===== src/rtl/mem_arbiter_if.sv =====
// Requester and memory signals of the fetch/data memory arbiter.
// slave: the arbiter's view. master: the requesters' and memory's view.
interface mem_arbiter_if;
    logic        if_req;
    logic [31:0] if_addr;
    logic        if_gnt;
    logic        if_rvalid;
    logic [31:0] if_rdata;

    logic        dm_req;
    logic        dm_we;
    logic [31:0] dm_addr;
    logic [31:0] dm_wdata;
    logic        dm_gnt;
    logic        dm_rvalid;
    logic [31:0] dm_rdata;

    logic        mem_en;
    logic        mem_we;
    logic [31:0] mem_addr;
    logic [31:0] mem_wdata;
    logic [31:0] mem_rdata;

    modport slave (
        input  if_req, if_addr, dm_req, dm_we, dm_addr, dm_wdata, mem_rdata,
        output if_gnt, if_rvalid, if_rdata, dm_gnt, dm_rvalid, dm_rdata,
               mem_en, mem_we, mem_addr, mem_wdata
    );

    modport master (
        output if_req, if_addr, dm_req, dm_we, dm_addr, dm_wdata, mem_rdata,
        input  if_gnt, if_rvalid, if_rdata, dm_gnt, dm_rvalid, dm_rdata,
               mem_en, mem_we, mem_addr, mem_wdata
    );
endinterface


===== src/rtl/mem_arbiter.sv =====
// Shares one single-port memory between instruction fetch and data access,
// one outstanding access at a time, with starvation protection for fetch.
//
// state | meaning
// IDLE  | no access in flight; arbitrate at end of cycle
// ISSUE | memory strobe and grant to the owner (1 cycle)
// WAIT  | memory latency, MEM_LAT cycles; read data captured on the last
// DONE  | owner's rvalid (1 cycle); arbitrate at end of cycle
module mem_arbiter #(
    parameter int unsigned MEM_LAT    = 2,
    parameter int unsigned STARVE_MAX = 4
) (
    input  logic         clock,
    input  logic         reset,
    mem_arbiter_if.slave bus,
    output logic         busy
);
    typedef enum logic [1:0] {IDLE, ISSUE, WAIT, DONE} state_t;

    localparam logic [3:0] LAT_LOAD   = 4'(MEM_LAT - 1);
    localparam logic [3:0] STARVE_LIM = 4'(STARVE_MAX);

    state_t      state, state_next;
    logic        owner_dm;
    logic        we_q;
    logic [31:0] addr_q;
    logic [31:0] wdata_q;
    logic [31:0] if_rdata_q;
    logic [31:0] dm_rdata_q;
    logic [3:0]  wait_cnt;
    logic [3:0]  starve_cnt;
    logic        arb_slot;
    logic        grant;
    logic        pick_dm;
    logic        last_wait;

    always_ff @(posedge clock) begin
        if (reset) state <= IDLE;
        else       state <= state_next;
    end

    always_comb begin
        arb_slot   = (state == IDLE) || (state == DONE);
        grant      = arb_slot && (bus.if_req || bus.dm_req);
        // data wins a tie unless fetch has already been passed over STARVE_MAX times
        pick_dm    = bus.dm_req && (!bus.if_req || (starve_cnt != STARVE_LIM));
        last_wait  = (state == WAIT) && (wait_cnt == 4'd0);
        state_next = state;
        case (state)
            IDLE, DONE: state_next = grant ? ISSUE : IDLE;
            ISSUE:      state_next = WAIT;
            WAIT:       if (wait_cnt == 4'd0) state_next = DONE;
            default:    state_next = IDLE;
        endcase
    end

    always_ff @(posedge clock) begin
        if (reset) begin
            owner_dm   <= 1'b0;
            we_q       <= 1'b0;
            addr_q     <= '0;
            wdata_q    <= '0;
            if_rdata_q <= '0;
            dm_rdata_q <= '0;
            wait_cnt   <= '0;
            starve_cnt <= '0;
        end else begin
            if (grant) begin
                owner_dm <= pick_dm;
                we_q     <= pick_dm && bus.dm_we;
                addr_q   <= pick_dm ? bus.dm_addr : bus.if_addr;
                if (pick_dm) wdata_q <= bus.dm_wdata;
                if (!pick_dm)
                    starve_cnt <= '0;
                else if (bus.if_req && (starve_cnt != STARVE_LIM))
                    starve_cnt <= starve_cnt + 4'd1;
            end

            if (state == ISSUE)
                wait_cnt <= LAT_LOAD;
            else if ((state == WAIT) && (wait_cnt != 4'd0))
                wait_cnt <= wait_cnt - 4'd1;

            if (last_wait && !we_q) begin
                if (owner_dm) dm_rdata_q <= bus.mem_rdata;
                else          if_rdata_q <= bus.mem_rdata;
            end
        end
    end

    assign bus.if_gnt    = (state == ISSUE) && !owner_dm;
    assign bus.dm_gnt    = (state == ISSUE) &&  owner_dm;
    assign bus.if_rvalid = (state == DONE)  && !owner_dm;
    assign bus.dm_rvalid = (state == DONE)  &&  owner_dm;
    assign bus.if_rdata  = if_rdata_q;
    assign bus.dm_rdata  = dm_rdata_q;
    assign bus.mem_en    = (state == ISSUE);
    assign bus.mem_we    = (state == ISSUE) && we_q;
    assign bus.mem_addr  = addr_q;
    assign bus.mem_wdata = wdata_q;
    assign busy          = (state != IDLE);
endmodule


===== src/flat_wrapper.sv =====
// flat-port wrapper written by rule: the top's interface ports become plain ports
module mem_arbiter_flat 
#(
    parameter int unsigned MEM_LAT    = 2,
    parameter int unsigned STARVE_MAX = 4
)
  (clock, reset, busy, bus_if_req, bus_if_addr, bus_dm_req, bus_dm_we, bus_dm_addr, bus_dm_wdata, bus_mem_rdata, bus_if_gnt, bus_if_rvalid, bus_if_rdata, bus_dm_gnt, bus_dm_rvalid, bus_dm_rdata, bus_mem_en, bus_mem_we, bus_mem_addr, bus_mem_wdata);
  mem_arbiter_if bus_i ();
  input  logic clock;
  input  logic reset;
  output logic busy;
  input wire logic [$bits(bus_i.if_req)-1:0] bus_if_req;
  input wire logic [$bits(bus_i.if_addr)-1:0] bus_if_addr;
  input wire logic [$bits(bus_i.dm_req)-1:0] bus_dm_req;
  input wire logic [$bits(bus_i.dm_we)-1:0] bus_dm_we;
  input wire logic [$bits(bus_i.dm_addr)-1:0] bus_dm_addr;
  input wire logic [$bits(bus_i.dm_wdata)-1:0] bus_dm_wdata;
  input wire logic [$bits(bus_i.mem_rdata)-1:0] bus_mem_rdata;
  output wire logic [$bits(bus_i.if_gnt)-1:0] bus_if_gnt;
  output wire logic [$bits(bus_i.if_rvalid)-1:0] bus_if_rvalid;
  output wire logic [$bits(bus_i.if_rdata)-1:0] bus_if_rdata;
  output wire logic [$bits(bus_i.dm_gnt)-1:0] bus_dm_gnt;
  output wire logic [$bits(bus_i.dm_rvalid)-1:0] bus_dm_rvalid;
  output wire logic [$bits(bus_i.dm_rdata)-1:0] bus_dm_rdata;
  output wire logic [$bits(bus_i.mem_en)-1:0] bus_mem_en;
  output wire logic [$bits(bus_i.mem_we)-1:0] bus_mem_we;
  output wire logic [$bits(bus_i.mem_addr)-1:0] bus_mem_addr;
  output wire logic [$bits(bus_i.mem_wdata)-1:0] bus_mem_wdata;
  assign bus_i.if_req = bus_if_req;
  assign bus_i.if_addr = bus_if_addr;
  assign bus_i.dm_req = bus_dm_req;
  assign bus_i.dm_we = bus_dm_we;
  assign bus_i.dm_addr = bus_dm_addr;
  assign bus_i.dm_wdata = bus_dm_wdata;
  assign bus_i.mem_rdata = bus_mem_rdata;
  assign bus_if_gnt = bus_i.if_gnt;
  assign bus_if_rvalid = bus_i.if_rvalid;
  assign bus_if_rdata = bus_i.if_rdata;
  assign bus_dm_gnt = bus_i.dm_gnt;
  assign bus_dm_rvalid = bus_i.dm_rvalid;
  assign bus_dm_rdata = bus_i.dm_rdata;
  assign bus_mem_en = bus_i.mem_en;
  assign bus_mem_we = bus_i.mem_we;
  assign bus_mem_addr = bus_i.mem_addr;
  assign bus_mem_wdata = bus_i.mem_wdata;
  mem_arbiter #(.MEM_LAT(MEM_LAT), .STARVE_MAX(STARVE_MAX)) u_core (.clock(clock), .reset(reset), .bus(bus_i), .busy(busy));
endmodule

===== config.mk =====
export PLATFORM = sky130hd
export DESIGN_NAME = mem_arbiter_flat
export DESIGN_NICKNAME = d
export VERILOG_FILES = /design/src/rtl/mem_arbiter_if.sv /design/src/rtl/mem_arbiter.sv /design/src/flat_wrapper.sv
export SDC_FILE = /design/constraint.sdc
export NUM_CORES = 1
export LEC_CHECK = 0
export CORE_MARGIN = 1.5
export CORE_UTILIZATION = 41
export CTS_BUF_LIST = sky130_fd_sc_hd__clkbuf_8
export DETAILED_ROUTE_END_ITERATION = 16
export GPL_TIMING_DRIVEN = 0
export MAX_ROUTING_LAYER = met4
export PLACE_DENSITY = 0.79
export SLEW_MARGIN = 20
export SYNTH_ARGS = -nofsm -noshare
export SYNTH_HDL_FRONTEND = slang
export SYNTH_SLANG_ARGS = --single-unit

===== constraint.sdc =====
create_clock -name clock -period 2.37 [get_ports clock]
set_input_delay 0.474 -clock clock [delete_from_list [all_inputs] [get_ports clock]]
set_output_delay 0.474 -clock clock [all_outputs]
set_load 0.02 [all_outputs]

After elaboration in Yosys (flattened, before gate mapping)
Cells that the tools add are included.
{"block": "word_totals", "ff_bits": 140, "inputBits": 133, "output_inout_bits": 135}
{"block": "op_classes", "n_addsub": 2, "n_eq_ne": 6, "muxes": 8, "n_bitwise": 1, "reduce_logical": 29}
{"cell": "2-to-1 mux 32 bit", "count": 1}
{"cell": "logical AND 1 bit", "count": 12}
{"cell": "2-to-1 mux 4 bit", "count": 2}
{"cell": "AND reduction 2 bit", "count": 4}
{"cell": "case mux 2 bit (3 select lines)", "count": 1}
{"cell": "adder 4 x 1 -> 4 bit, second input constant", "count": 1}
{"cell": "equality test 2 bit, second input constant", "count": 2}
{"cell": "logical NOT 4 bit", "count": 1}
{"cell": "inequality test 2 bit, second input constant", "count": 2}
{"cell": "inequality test 4 x 3 -> 1 bit, second input constant", "count": 1}
{"cell": "nonzero test 2 bit", "count": 2}
{"cell": "nonzero test 4 bit", "count": 1}
{"cell": "OR reduction 2 bit", "count": 2}
{"cell": "subtractor 4 x 1 -> 4 bit, second input constant", "count": 1}
{"cell": "logical NOT 1 bit", "count": 3}
{"cell": "logical OR 1 bit", "count": 3}
{"cell": "2-to-1 mux 1 bit", "count": 3}
{"cell": "equality test 2 x 1 -> 1 bit, second input constant", "count": 1}
{"cell": "logical NOT 2 bit", "count": 1}
{"cell": "2-to-1 mux 2 bit", "count": 1}
{"cell": "NOT 1 bit", "count": 1}

Logic depth before layout (Yosys ltp)
{"block": "depth", "word_depth": 5, "ltp_mapped": 8}

Least setup slack after synthesis
Ideal clock, no wire load.
{"block": "synth_path", "path_type": "register to register", "startpoint": "register u_core.state[0]", "endpoint": "register u_core.starve_cnt[3]", "t_arrival_ns": 1.669, "required_ns": 2.296, "path_slack_ns": 0.626, "path_stages_with_launch": 6, "period_less_slack_ns": 1.744, "path_cell_list": "dfxtp_1 inv_1 ha_1 or3b_1 or4_1 a31oi_1"}
{"block": "synth_between", "elab_chain_len": 4}
{"item": "start, declared", "line": "mem_arbiter.sv:23", "source": "state_t state, state_next;"}
{"item": "start signal, assigned", "line": "mem_arbiter.sv:39", "source": "else state <= state_next;"}
{"item": "equality test 2 bit / logical NOT 2 bit (equally long branches)", "line": "mem_arbiter.sv:43", "source": "arb_slot = (state == IDLE) || (state == DONE);"}
{"item": "logical OR 1 bit *", "line": "mem_arbiter.sv:43"}
{"item": "logical AND 1 bit *", "line": "mem_arbiter.sv:44", "source": "grant = arb_slot && (bus.if_req || bus.dm_req);"}
{"item": "AND reduction 2 bit (no line) *"}
{"item": "end signal, assigned", "line": "mem_arbiter.sv:76", "source": "starve_cnt <= starve_cnt + 4'd1;"}
{"item": "end, declared", "line": "mem_arbiter.sv:31", "source": "logic [3:0] starve_cnt;"}
Every way passes the cells marked *; elsewhere a longest branch is shown, timed or not.
A chain may end at the register's enable or synchronous reset.

Worst setup path after layout
{"block": "layout_path", "startpoint": "register u_core.state[0]", "endpoint": "output port busy"}
{"block": "layout_between", "elab_chain_len": 1}
{"item": "nonzero test 2 bit", "line": "mem_arbiter.sv:101", "source": "assign busy = (state != IDLE);"}
{"item": "end, declared", "line": "flat_wrapper.sv:11", "source": "output logic busy;"}
No other way between the ends.

==> qor.yml <==
fin_nets: 1089
grt_pass1_wl_um: 30900
core_area_sq_um: 14500
antenna_cells: 0
syn-cell-area_sq_um: 6080
first_global_vias: 5858
syn_to_final_growth_pct: 54.7
cp_slowest_cell: "clkdlybuf4s50_1"
die_area_sq_um: 15600
fin_crit_ns: 2.26
slowest_delay_ns: 0.61
cts-htree-levels: 4
drive_gt1_share_pct: 5.72
met1_length_um: 8560
rsz0062_at_grt: "false"
ys_ff_latch: 140
avgRoutedWirePerCell_um: 16.9
worstPathArrival_ns: 1.79
yosys.area.top_type: "dfxtp_1"
synth_cells: 665
tritoncts: "done"
pin_count: 268
start_kind: "flop"
critical_path_class: "reg2out"
cap_viol_max_count: 0
cp_max_fo: 4
numPortBuffers: 266
root_buffer: "clkbuf_8"
dr.pass1.iters: 4
synth-edff-count: 0
fmax_ghz: 0.442
leakage_nw: 3.59
cp_common_cell: "inv_1"
die_w_um: 125
hp-class: "reg2reg"
initial_core_util_pct: 42.0
synth.most_common_cell: "dfxtp_1"
cp-end-kind: "output port"
netlist_top_cells_count: "140 x dfxtp_1, 98 x nand2b_1, 69 x nand3_1"
clkLatencyLatePin_ns: 0.45
slew_headroom_pct: 61.3
met2_length_um: 8880
wl_um: 19400
viasPerCell: 5.20
clock_skew_ns: 0.0105
critPathTopFamily: "buffers and inverters"
drc: 0
wl_met3_um: 1570
synth_area_leaders: "dfxtp_1 46%, mux2i_1 11%, nand2b_1 10%, nand3_1 5.7%, o21ai_0 5.5%"
top_layer: "met4"
vias: 5957
synth_top_area_share_pct: 46.1
power_density_nw_per_um2: 939
postRouteAntennaNets: 0
hold_viol_final: 0
dp_hpwl_um: 14200
drt_iter0_drc: 394
rows: 44
clk_path_buf_depth: 2
power_mw: 8.84
worst_pin_slew_ns: 0.580
syn_area_per_cell_sq_um: 9.14
synth.distinct_cells: 42
grt_overflow_total: 0
ir_worst_vdd_v: 0.000511
clock-sinks: 140
synth_nets: 805
crit_required_ns: 1.90
seq_area_frac_synth_pct: 46.1
finalSetupTns_ns: 0
cp_cell_sequence: "inv_1 > ha_1 > inv_1 > clkdlybuf4s50_1"
gp_congestion: 0.847
synthArstFlopShare_pct: 0
final_max_slew_viol_count: 0
cts_setup_buffers: 0
grt_max_degree: 17
cts_buffers: 17
outcome: "completed"
antenna_found_initial: 0
setup_viol_count_final: 0
ys_warn_count: 0
grt_usage_pct: 25.6
die_h_um: 125
clkSlewWorstSetupHoldPaths_ns: 0.08
crit_buf_inv: 3
synth_ff_type: "dfxtp_1"
fin_crit_sh_pct: 95.5
==> cell type report <==
type	instances	area [sq um]
timing repair buffer	266	2670
sequential	140	2800
clock buffer	19	262
fill	1259	5070
multi-input combinational	452	2940
tap	184	230
buffer	62	295
clock inverter	12	170
inverter	10	37.5
==> cells by family (layout without fill, tap and decap cells) <==
kind of cell / count (synthesis) / after routing / synth area share [%]
simple gates: 234 / 234 / 21.8
compound gates: 146 / 146 / 14.5
flops: 140 / 140 / 46.1
buf+inv: 73 / 369 / 5.54
mux: 64 / 64 / 10.5
fa+ha+maj: 7 / 7 / 1.44
xor+xnor: 1 / 1 / 0.144
==> stage by stage <==
step / std cells / hold WS (ns) / worst slack [ns] / util (%) / area (sq um)
2_1_floorplan: 665 / 0.462 / 0.626 / - / 6080
3_3_place_gp: 1115 / 0.457 / 0.0746 / 62.0 / 8970
3_5_place_dp: 1115 / 0.466 / 0.0711 / 62.0 / 8970
4_1_cts: 1145 / 0.476 / 0.00713 / 64.9 / 9400
5_1_grt: 1145 / 0.489 / 0.0135 / 65.0 / 9410
6_report: 1145 / 0.475 / 0.106 / 65.0 / 9410
==> repair_timing <==
| item | in CTS | in global routing |
|---|---|---|
| resized for setup | 4 | 3 |
| setup endpoints to repair | 5 | 3 |
| hold buffers | 0 | 0 |
| hold endpoints to repair | 0 | 0 |
==> worst reg2reg max path, delay by kind of cell (launching register included) <==
family                     cells  cell delay [ns]
DFF                            1             0.41
buffers and inverters          3             0.75
adders and majority gates      1             0.41
AOI/OAI and AO/OA              2             0.48
==> routing by layer <==
layer  GRT usage (%)  vias up
met5               -        -
met4            8.25        0
met3            8.29       24
met2            39.9      247
met1            31.4     2764
li1                -     2922
==> power by group <==
group          total [mW]  switching (mW)  internal (mW)
combinational        3.61            1.96           1.65
clock                2.13           0.939           1.19
sequential           3.10           0.267           2.83
total                8.84            3.16           5.67
==> cells in the final DEF, fill, tap and decap left out, types with 2 or more instances in the layout <==
cell / count
a21oi_1: 36
a311oi_1: 32
a31oi_1: 3
and2_1: 3
and3_1: 2
buf_1: 2
buf_2: 11
buf_4: 2
buf_6: 4
bufinv_16: 4
clkbuf_1: 42
clkbuf_8: 19
clkdlybuf4s50_1: 260
clkinv_2: 3
clkinvlp_4: 3
dfxtp_1: 140
dlygate4sd2_1: 3
dlymetal6s2s_1: 3
ha_1: 6
inv_1: 11
mux2i_1: 64
nand2_1: 5
nand2b_1: 98
nand3_1: 69
nand4_1: 2
nand4b_1: 3
nor2_1: 36
nor2b_1: 3
nor3_1: 2
o211ai_1: 2
o21ai_0: 67
or3_1: 2
==> final timing paths <==
kind                                         start                               endpoint  slack [ns]  cells past startpoint
max                   u_core.state[0]$_SDFFE_PP0N_                                   busy        0.11                      4
min          u_core.bus.mem_wdata[15]$_SDFFE_PP0P_  u_core.bus.mem_wdata[15]$_SDFFE_PP0P_        0.47                      2
max reg2reg           u_core.state[0]$_SDFFE_PP0N_    u_core.bus.mem_addr[1]$_SDFFE_PP0P_        0.17                      6
min reg2reg  u_core.bus.mem_wdata[15]$_SDFFE_PP0P_  u_core.bus.mem_wdata[15]$_SDFFE_PP0P_        0.47                      2
==> registers in the layout, summed over array words and instances (netlist names) <==
register,cells
u_core.bus.dm_rdata,32
u_core.bus.if_rdata,32
u_core.bus.mem_addr,32
u_core.bus.mem_wdata,32
u_core.owner_dm,1
u_core.starve_cnt,4
u_core.state,2
u_core.wait_cnt,4
u_core.we_q,1
Power figures use the tool's default switching activity.
